File: config.mk
export PLATFORM = sky130hd
export DESIGN_NAME = pipe_ctrl_tracker
export DESIGN_NICKNAME = d
export VERILOG_FILES = /design/src/rtl/mips_pkg.sv /design/src/rtl/pipe_reg.sv /design/src/rtl/pipe_ctrl_tracker.sv
export SDC_FILE = /design/constraint.sdc
export NUM_CORES = 1
export LEC_CHECK = 0
export ABC_AREA = 1
export BUFFER_PORTS_ARGS = -buffer_cell sky130_fd_sc_hd__buf_2
export CORE_MARGIN = 2
export CORE_UTILIZATION = 45
export DETAILED_ROUTE_END_ITERATION = 12
export MAX_ROUTING_LAYER = met4
export PLACE_DENSITY = 0.78
export SYNTH_ARGS = -nofsm -noshare
export SYNTH_HDL_FRONTEND = slang
export SYNTH_SLANG_ARGS = --single-unit
File: constraint.sdc
create_clock -name clk -period 3.2 [get_ports clk]
set_input_delay 0.32 -clock clk [delete_from_list [all_inputs] [get_ports clk]]
set_output_delay 0.32 -clock clk [all_outputs]
set_load 0.005 [all_outputs]
File: src/rtl/mips_pkg.sv
// rtl/mips_pkg.sv - shared constants for the MIPS pipeline control tracker
package mips_pkg;

    localparam logic [31:0] NOP_INSTR        = 32'h0000_0000;
    localparam logic [31:0] RESET_PC_DEFAULT = 32'h0000_0000;

    localparam int REG_W  = 5;
    localparam int RS_LSB = 21;
    localparam int RT_LSB = 16;
    localparam int RD_LSB = 11;

endpackage

File: src/rtl/pipe_reg.sv
// rtl/pipe_reg.sv - generic pipeline register with enable, gated clear and reset value
module pipe_reg #(
    parameter int           W       = 1,
    parameter logic [W-1:0] RST_VAL = '0,
    parameter logic [W-1:0] CLR_VAL = '0
) (
    input  logic         clk,
    input  logic         reset,
    input  logic         en,
    input  logic         clr,
    input  logic [W-1:0] d,
    output logic [W-1:0] q
);

    // Reset wins; a clear only takes effect when the stage is allowed to advance,
    // so a held stage keeps its contents even while a clear is requested.
    always_ff @(posedge clk) begin
        if (reset) begin
            q <= RST_VAL;
        end else if (en) begin
            q <= clr ? CLR_VAL : d;
        end
    end

endmodule

File: src/rtl/pipe_ctrl_tracker.sv
// rtl/pipe_ctrl_tracker.sv - F..M/W pipeline register bank with hazard-facing taps and CPI counters
module pipe_ctrl_tracker
    import mips_pkg::*;
#(
    parameter logic [31:0] RESET_PC = RESET_PC_DEFAULT,
    parameter int          CNT_W    = 32
) (
    input  logic             clk,
    input  logic             reset,
    input  logic             StallF,
    input  logic             StallD,
    input  logic             FlushD,
    input  logic             FlushE,
    input  logic [31:0]      PCNextF,
    input  logic [31:0]      InstrF,
    input  logic             RegWriteD,
    input  logic             MemtoRegD,
    input  logic             RegDstD,
    output logic [31:0]      PCF,
    output logic [31:0]      InstrD,
    output logic [31:0]      PCPlus4D,
    output logic [4:0]       RsD,
    output logic [4:0]       RtD,
    output logic [4:0]       RsE,
    output logic [4:0]       RtE,
    output logic [4:0]       WriteRegE,
    output logic             RegWriteE,
    output logic             MemtoRegE,
    output logic [4:0]       WriteRegM,
    output logic             RegWriteM,
    output logic             MemtoRegM,
    output logic [4:0]       WriteRegW,
    output logic             RegWriteW,
    output logic             MemtoRegW,
    output logic             ValidD,
    output logic             ValidE,
    output logic             ValidM,
    output logic             ValidW,
    output logic [CNT_W-1:0] StallCount,
    output logic [CNT_W-1:0] FlushCount,
    output logic [CNT_W-1:0] RetireCount
);

    localparam int FD_W = 32 + 32 + 1;
    localparam int DE_W = 3 * REG_W + 4;
    localparam int XW_W = REG_W + 3;

    localparam logic [FD_W-1:0]  FD_CLR  = {NOP_INSTR, 32'h0, 1'b0};
    localparam logic [CNT_W-1:0] CNT_MAX = '1;
    localparam logic [CNT_W-1:0] CNT_ONE = {{(CNT_W-1){1'b0}}, 1'b1};

    logic [REG_W-1:0] RdE;
    logic             RegDstE;

    // Fetch PC: advances unless the hazard unit freezes fetch.
    pipe_reg #(.W(32), .RST_VAL(RESET_PC), .CLR_VAL(RESET_PC)) uPcF (
        .clk   (clk),
        .reset (reset),
        .en    (~StallF),
        .clr   (1'b0),
        .d     (PCNextF),
        .q     (PCF)
    );

    // F/D: a stall takes priority over a branch kill, so the held instruction survives.
    pipe_reg #(.W(FD_W), .RST_VAL(FD_CLR), .CLR_VAL(FD_CLR)) uFd (
        .clk   (clk),
        .reset (reset),
        .en    (~StallD),
        .clr   (FlushD),
        .d     ({InstrF, PCF + 32'd4, 1'b1}),
        .q     ({InstrD, PCPlus4D, ValidD})
    );

    assign RsD = InstrD[RS_LSB +: REG_W];
    assign RtD = InstrD[RT_LSB +: REG_W];

    // D/E: always advances; a flush turns the slot into a bubble with no write-back.
    pipe_reg #(.W(DE_W)) uDe (
        .clk   (clk),
        .reset (reset),
        .en    (1'b1),
        .clr   (FlushE),
        .d     ({RsD, RtD, InstrD[RD_LSB +: REG_W],
                 RegWriteD & ValidD, MemtoRegD & ValidD, RegDstD, ValidD}),
        .q     ({RsE, RtE, RdE, RegWriteE, MemtoRegE, RegDstE, ValidE})
    );

    assign WriteRegE = RegDstE ? RdE : RtE;

    // E/M: free-running shift of the write-back controls.
    pipe_reg #(.W(XW_W)) uEm (
        .clk   (clk),
        .reset (reset),
        .en    (1'b1),
        .clr   (1'b0),
        .d     ({WriteRegE, RegWriteE, MemtoRegE, ValidE}),
        .q     ({WriteRegM, RegWriteM, MemtoRegM, ValidM})
    );

    // M/W: free-running shift of the write-back controls.
    pipe_reg #(.W(XW_W)) uMw (
        .clk   (clk),
        .reset (reset),
        .en    (1'b1),
        .clr   (1'b0),
        .d     ({WriteRegM, RegWriteM, MemtoRegM, ValidM}),
        .q     ({WriteRegW, RegWriteW, MemtoRegW, ValidW})
    );

    // Saturating CPI counters; a branch kill that loses to a stall is not a flush.
    always_ff @(posedge clk) begin
        if (reset) begin
            StallCount  <= '0;
            FlushCount  <= '0;
            RetireCount <= '0;
        end else begin
            if ((StallF | StallD) && (StallCount != CNT_MAX)) begin
                StallCount <= StallCount + CNT_ONE;
            end
            if ((FlushE | (FlushD & ~StallD)) && (FlushCount != CNT_MAX)) begin
                FlushCount <= FlushCount + CNT_ONE;
            end
            if (ValidW && (RetireCount != CNT_MAX)) begin
                RetireCount <= RetireCount + CNT_ONE;
            end
        end
    end

endmodule

==> out/qor.json, run 1 <==
{
  "start_util": 0.454,
  "yosysWarningCount": 0,
  "drc": 0,
  "tns_ns": 0,
  "max-cap-violations": 0,
  "yosys.area.top_type_share": 0.389,
  "drtPass1Iterations": 5,
  "dr_wl_cell_um": 14.6,
  "grt_start_max_net_pins": 156,
  "p_per_area_nw_per_um2": 447,
  "period_share": 0.708,
  "final_core_utilization": 0.546,
  "vias": 12200,
  "htree_levels": 1,
  "cellLeakagePower_uw": 0.00599,
  "number_of_synthesized_flops_with_an_enable_pin": 0,
  "clock_tree.buffer_depth": 3,
  "antenna_violation_net_count_after_detailed_routing": 0,
  "finalHoldViolCount": 0,
  "critical_path_class": "reg2reg",
  "detail_route.vias_per_cell": 5.09,
  "critical_path_peak_fanout": 29,
  "grt_pass1_vias": 11100,
  "worst_slew_pin_slew_ns": 0.878,
  "gr-usage-all-layers": 0.251,
  "synth_cell_type_count": 33,
  "io-pin-count": 310,
  "status": "completed",
  "die_w_um": 165,
  "num-fill-cells": 2494,
  "synthSimpleGateAreaFrac": 0.373,
  "power.ir.vdd_worst_mv": 0.409,
  "clock_transition_time_at_the_flip_flop_clock_pins_of_the_worst_setup_and_hold_paths_ns": 0.06,
  "syn-mean-instance-area_um2": 6.59,
  "clock.fmax_mhz": 442,
  "syn_nets": 1857,
  "timing.final.max_slew_violations": 0,
  "timing.clock.skew_ns": 0.00998,
  "insertion_delay_ns": 0.53,
  "complex_gate_fraction_of_the_synthesized_area": 0.107,
  "hold_class": "in2reg",
  "setup_repair_after_global_routing_missed_its_margin": "false",
  "globalplace.congestion": 0.961,
  "cts_num_sinks": 228,
  "worst_ep_arrival_time_ns": 2.64,
  "asyncSetResetFlopFracSynth": 0,
  "finalWorstPathRequiredPeriod_ns": 2.26,
  "synth_adder_area_share": 0.00427,
  "routed_wl_um": 35100,
  "synth_sequential_area_ratio": 0.389,
  "post_synth_mux_area_share": 0,
  "cts_inserted_buffers": 26,
  "finalWorstSetupSlack_ns": 0.935,
  "synth.area.top_cells": "sky130_fd_sc_hd__dfxtp_1 39%, sky130_fd_sc_hd__nand2_1 19%, sky130_fd_sc_hd__nor2_1 8.7%",
  "overflow": 0,
  "layout-area-overhead-vs-synth_pct": 20.2,
  "endpoint_kind": "flop",
  "gate_count_post_synth": 1780,
  "post-cts-setup-buffers": 0,
  "die_height_um": 165,
  "preCtsSetupSlack_ns": 0.941,
  "core_region_area_um2": 25800,
  "tritoncts": "yes",
  "layout.cells.most_common_list": "605 x sky130_fd_sc_hd__nand2_1, 308 x sky130_fd_sc_hd__buf_2, 272 x sky130_fd_sc_hd__nor2_1",
  "final_common_cell": "sky130_fd_sc_hd__nand2_1",
  "grt_first_pass_wirelength_um": 54400,
  "design.final.nets": 2118,
  "die_area_um2": 27400,
  "postSynthRegisterBits": 228,
  "post_cts_resize_count": 0,
  "ys_dominant_reg_cell": "sky130_fd_sc_hd__dfxtp_1",
  "row_count": 59,
  "area_share_of_xor_xnor_cells_in_the_synthesized_design": 0.0328,
  "dp_hpwl_um": 25800,
  "first_iteration_detailed_routing_drc_count": 880,
  "portBuffers": 309,
  "main_combinational_cell_family_by_area_after_synthesis": "simple AND/OR/NAND/NOR gates",
  "slew_headroom": 0.415,
  "critPathRequiredTime_ns": 3.57,
  "syn_area_um2": 11700,
  "worst_setup_path_start_kind": "flop",
  "yosys.area.top_type": "sky130_fd_sc_hd__dfxtp_1",
  "clock-root-buffer": "sky130_fd_sc_hd__clkbuf_16",
  "final_layout_size_suffix_gt1_frac": 0.221,
  "holdBufCountCts": 0,
  "final-setup-viol-count": 0,
  "grt_antenna_before_repair": 3
}
[metrics by stage]
stage | cells | total power (uW) | instance area, um^2 | hold WS, ns
after global placement | 2348 | 3440 | 13200 | 0.413
final | 2398 | 6300 | 14100 | 0.0288
after detailed placement | 2348 | 3450 | 13200 | 0.411
after global routing | 2398 | 6540 | 14100 | 0.0238
after floorplan | 1780 | 3280 | 11700 | 0.420
after CTS | 2395 | 6350 | 14100 | 0.00772
[critical path, stage by stage (launching register included)]
cell and delay (ns):
sky130_fd_sc_hd__dfxtp_1 0.40, sky130_fd_sc_hd__ha_1 0.24, sky130_fd_sc_hd__inv_1 0.09, sky130_fd_sc_hd__nor2_4 0.15, sky130_fd_sc_hd__nand2_4 0.10, sky130_fd_sc_hd__nor2_8 0.15, sky130_fd_sc_hd__nand2_4 0.09, sky130_fd_sc_hd__nand2_4 0.32
sky130_fd_sc_hd__inv_2 0.32, sky130_fd_sc_hd__nand2_1 0.18, sky130_fd_sc_hd__a21oi_2 0.06
[final timing paths]
path	from	to	slack (ns)	cells after the start
hold reg to reg	uEm.q[7]	uMw.q[7]	0.41	2
setup reg to reg	StallCount[1]	StallCount[13]	0.94	10
setup / recovery	StallCount[1]	StallCount[13]	0.94	10
hold / removal	RegDstD	uDe.q[1]	0.03	3
[cell families (layout without fill, tap and decap cells)]
family                   count (synthesis)  count (layout)
buffers and inverters                  232             512
XOR/XNOR                                44              44
AO/OA/AOI/OAI                          220             220
other                                    0               3
adder cells (fa/ha/maj)                  4               4
AND/OR/NAND/NOR                       1052            1052
flip-flops                             228             228
[state kept, by name, summed over array words and instances, names as in the netlist]
register,flops
RetireCount,32
uPcF.q,32
StallCount,32
uMw.q,8
uEm.q,8
uDe.q,19
uFd.q,65
FlushCount,32
[area by class of cell]
| cell class | instances | area, um^2 | share of cell area |
|---|---|---|---|
| multi-input cells | 1320 | 6090 | 0.432 |
| flip-flops and latches | 228 | 4560 | 0.324 |
| repair buffers | 315 | 1610 | 0.114 |
| clock buffers | 43 | 826 | 0.0586 |
| inverters | 150 | 566 | 0.0401 |
| well taps | 335 | 419 | 0.0297 |
| clock inverters | 4 | 20.0 | 0.00142 |
| diodes | 3 | 7.51 | 0.000532 |
[power by group]
group          total, uW  switching [uW]  internal [uW]
registers           2980            75.2           2910
clock network       2910            1160           1740
logic                406             259            147
total               6300            1500           4800
[per-layer routing]
layer,track usage,vias to the layer above,wire length [um]
met3,0.0539,86,2980
li1,-,6085,-
met2,0.409,525,16400
met4,0.0952,0,1230
met5,-,-,0
met1,0.305,5499,14400
[cell usage after synthesis (5+ instances only)]
library cell	number
sky130_fd_sc_hd__nor2_4	8
sky130_fd_sc_hd__xnor2_1	16
sky130_fd_sc_hd__nand2_4	5
sky130_fd_sc_hd__nand2_1	605
sky130_fd_sc_hd__clkbuf_1	38
sky130_fd_sc_hd__buf_4	25
sky130_fd_sc_hd__nand4_1	21
sky130_fd_sc_hd__nand3_1	86
sky130_fd_sc_hd__dfxtp_1	228
sky130_fd_sc_hd__inv_1	146
sky130_fd_sc_hd__o21ai_0	47
sky130_fd_sc_hd__a21oi_2	40
sky130_fd_sc_hd__nor3_1	5
sky130_fd_sc_hd__buf_6	6
sky130_fd_sc_hd__nand2_2	35
sky130_fd_sc_hd__buf_1	6
sky130_fd_sc_hd__nor2_1	273
sky130_fd_sc_hd__nor2_2	6
sky130_fd_sc_hd__a21oi_1	129
sky130_fd_sc_hd__xor2_1	28
No activity file was read; power rests on OpenSTA's default activity.
==> run 2: changes to the inputs <==
Clock period 3.2 ns to 2.2 ns, I/O delays scaled along.
==> run 2 against run 1 <==
Critical path depth is the same. Count of clock-buffer cells in the layout fell by 12. Hold slack worse by 0.0040 ns. Non-clock buffer count up 97.
==> out/qor.json, run 2 (same netlist as run 1, synthesis figures left out) <==
{
  "status": "completed",
  "critPathRequiredTime": {"value": 2.59, "unit": "ns", "change": "-0.98 ns"},
  "drc": {"value": 0, "change": "unchanged"},
  "whs": {"value": 0.0248, "unit": "ns", "change": "-0.00400 ns"},
  "critical-path-max-stage-delay": {"value": 0.39, "unit": "ns", "change": "about the same"},
  "p_int": {"value": 7300, "unit": "uW", "change": "+52%"},
  "antenna_violation_net_count_after_detailed_routing": {"value": 0, "change": "unchanged"},
  "die_area": {"value": 27400, "unit": "um^2", "change": "unchanged"},
  "die_w": {"value": 165, "unit": "um", "change": "unchanged"},
  "overflow": {"value": 0, "change": "unchanged"},
  "core_region_area": {"value": 25800, "unit": "um^2", "change": "unchanged"},
  "cts_num_sinks": {"value": 228, "change": "unchanged"},
  "regMostFlops": "uFd.q",
  "grt_antenna_before_repair": {"value": 2, "change": "-1"},
  "max-cap-violations": {"value": 0, "change": "unchanged"},
  "vias": {"value": 12700, "change": "+4.3%"},
  "preCtsSetupSlack": {"value": 0.165, "unit": "ns", "change": "-0.775 ns"},
  "drtPass1Iterations": {"value": 5, "change": "unchanged"},
  "total_chip_power": {"value": 9570, "unit": "uW", "change": "+52%"},
  "worst_slew_pin_slew": {"value": 0.834, "unit": "ns", "change": "-0.0438 ns"},
  "die_height": {"value": 165, "unit": "um", "change": "unchanged"},
  "setup_repair_after_global_routing_missed_its_margin": "false",
  "finalWorstPathRequiredPeriod": {"value": 2.02, "unit": "ns", "change": "-0.244 ns"},
  "row_count": {"value": 59, "change": "unchanged"},
  "globalplace.congestion": {"value": 1.01, "change": "+4.9%"},
  "period_share": {"value": 0.919, "change": "+0.211"},
  "detail_route.vias_per_cell": {"value": 5.10, "change": "+0.35%"},
  "num-fill-cells": {"value": 2454, "change": "-1.6%"},
  "seq_power_share": {"value": 0.453, "change": "-0.021"},
  "cells_along_the_critical_path": "ha_1 > inv_1 > nor2_4 > nand2_2 > nor2_4 > nand2_4 > nand2_8 > inv_4 > nand2_1 > a21oi_2",
  "timing.clock.skew": {"value": 0.0104, "unit": "ns", "change": "+0.000411 ns"},
  "critical_path_peak_fanout": {"value": 28, "change": "-3.4%"},
  "hold_class": "in2reg",
  "clock.fmax": {"value": 495, "unit": "MHz", "change": "+12%"},
  "grt_start_max_net_pins": {"value": 86, "change": "-45%"},
  "final_layout_size_suffix_gt1_frac": {"value": 0.229, "change": "+0.00777"},
  "routed_wl": {"value": 37100, "unit": "um", "change": "+5.8%"},
  "worst_setup_path_start_kind": "flop",
  "htree_levels": {"value": 1, "change": "unchanged"},
  "sw_frac_of_total": {"value": 0.237, "change": "-0.00125"},
  "cts_inserted_buffers": {"value": 25, "change": "-3.8%"},
  "worstRegToRegCells": {"value": 10, "change": "unchanged"},
  "tritoncts": "yes",
  "rrSetupSlack": {"value": 0.18, "unit": "ns", "change": "-0.76 ns"},
  "startpoint": "FlushCount[1]",
  "netSwitchingPower": {"value": 2270, "unit": "uW", "change": "+51%"},
  "finalHoldViolCount": {"value": 0, "change": "unchanged"},
  "final_common_cell": "sky130_fd_sc_hd__nand2_1",
  "portBuffers": {"value": 309, "change": "unchanged"},
  "layout.cells.non_filler": {"value": 2493, "change": "+4.0%"},
  "p_per_area": {"value": 636, "unit": "nW/um^2", "change": "+42%"},
  "clock_tree.buffer_depth": {"value": 3, "change": "unchanged"},
  "cell_occurring_most_often_along_the_worst_timing_path": "sky130_fd_sc_hd__nor2_4",
  "design.final.nets": {"value": 2214, "change": "+4.5%"},
  "start_util": {"value": 0.454, "change": "unchanged"},
  "first_iteration_detailed_routing_drc_count": {"value": 1011, "change": "+15%"},
  "slew_headroom": {"value": 0.444, "change": "+0.0292"},
  "hp-start": "PCNextF[6]",
  "clock-root-buffer": "sky130_fd_sc_hd__clkbuf_16",
  "cellLeakagePower": {"value": 0.00646, "unit": "uW", "change": "+7.9%"},
  "timing.critical_path.to": "FlushCount[29]",
  "worst_ep_arrival_time": {"value": 2.41, "unit": "ns", "change": "-0.23 ns"},
  "timing.final.max_slew_violations": {"value": 0, "change": "unchanged"},
  "grt_first_pass_wirelength": {"value": 58000, "unit": "um", "change": "+6.7%"},
  "pwr-share-clk": {"value": 0.472, "change": "+0.010"},
  "critical_path_class": "reg2reg",
  "dr_wl_cell": {"value": 14.9, "unit": "um", "change": "+1.8%"},
  "power.combinational.fraction": {"value": 0.075, "change": "+0.011"},
  "final-setup-viol-count": {"value": 0, "change": "unchanged"},
  "critical_path.reg2reg.endpoint": "FlushCount[29]",
  "dp_hpwl": {"value": 26600, "unit": "um", "change": "+3.1%"},
  "grt_pass1_vias": {"value": 11900, "change": "+7.2%"},
  "io-pin-count": {"value": 310, "change": "unchanged"},
  "tns": {"value": 0, "unit": "ns", "change": "unchanged"},
  "max_reg_flops": {"value": 65, "change": "unchanged"},
  "gr-usage-all-layers": {"value": 0.268, "change": "+0.0174"},
  "power.ir.vdd_worst": {"value": 0.614, "unit": "mV", "change": "+50%"},
  "cp_slowest_cell": "sky130_fd_sc_hd__dfxtp_1",
  "finalWorstSetupSlack": {"value": 0.179, "unit": "ns", "change": "-0.756 ns"},
  "endpoint_kind": "flop",
  "post-place-cells": {"value": 2383, "change": "+1.5%"},
  "worst_r2r_startpoint": "FlushCount[1]",
  "clock_transition_time_at_the_flip_flop_clock_pins_of_the_worst_setup_and_hold_paths": {"value": 0.06, "unit": "ns", "change": "about the same"},
  "layout-area-overhead-vs-synth_pct": 28.2,
  "layout.cells.most_common_list": "605 x sky130_fd_sc_hd__nand2_1, 308 x sky130_fd_sc_hd__buf_2, 272 x sky130_fd_sc_hd__nor2_1",
  "insertion_delay": {"value": 0.52, "unit": "ns", "change": "about the same"}
}
## run 2: changes by cell type in the layout (fill, tap and decap cells not counted), moves of 4 or more
cell	previous run	this run
sky130_fd_sc_hd__buf_4	5	38
sky130_fd_sc_hd__bufinv_16	0	5
sky130_fd_sc_hd__clkbuf_1	7	3
sky130_fd_sc_hd__clkbuf_8	9	3
sky130_fd_sc_hd__clkinv_2	4	8
sky130_fd_sc_hd__dlygate4sd3_1	0	62
## run 2: how the worst min path moves through the flow
stage / endpoint / cells past startpoint
final: uPcF.q[6] / 3
after detailed placement: uMw.q[1] / 2
after global routing: uPcF.q[6] / 3
after floorplan: uDe.q[1] / 2
after global placement: uMw.q[1] / 2
after CTS: uPcF.q[16] / 3
## run 2: final cells by class
type                    instances  area [um^2]  share of cell area
clock inverters                15          206              0.0137
repair buffers                412         2520               0.167
multi-input cells            1320         6090               0.404
clock buffers                  31          678              0.0451
well taps                     335          419              0.0279
diodes                          2         5.00            0.000333
flip-flops and latches        228         4560               0.303
inverters                     150          568              0.0378
## run 2: per-layer routing
| metal | track usage | routed length (um) | share of wire | up-vias |
|---|---|---|---|---|
| met5 | - | 0 | 0 | - |
| li1 | - | - | - | 6278 |
| met2 | 0.452 | 17500 | 0.47 | 548 |
| met3 | 0.0437 | 2990 | 0.081 | 107 |
| met4 | 0.108 | 1440 | 0.039 | 0 |
| met1 | 0.320 | 15200 | 0.41 | 5790 |
## run 2: power by group through the flow
stage / combinational [uW] / clock, uW / sequential (uW)
final: 714 / 4520 / 4330
after global routing: 790 / 4750 / 4340
after detailed placement: 616 / 0 / 4420
after global placement: 611 / 0 / 4410
after floorplan: 363 / 0 / 4410
after CTS: 706 / 4590 / 4330
## run 2: timing repair
action                                  4_1_cts  5_1_grt
buffers inserted                              0        0
hold endpoints to repair                     62        0
gates resized for setup                       0        2
hold buffers                                 62        0
endpoints found under the setup margin        0        4
## run 2: stage by stage
step / utilization / cell area [um^2]
after floorplan: - / 11700
final: 0.582 / 15000
after CTS: 0.582 / 15000
after global routing: 0.582 / 15000
after detailed placement: 0.524 / 13500
after global placement: 0.524 / 13500
## run 2: worst max-delay path, delay by kind of cell (launching register included)
kind / cells / cell delay (ns)
AND/OR/NAND/NOR: 6 / 0.91
AO/OA/AOI/OAI: 1 / 0.06
flip-flops: 1 / 0.39
buffers and inverters: 2 / 0.26
adder cells (fa/ha/maj): 1 / 0.27
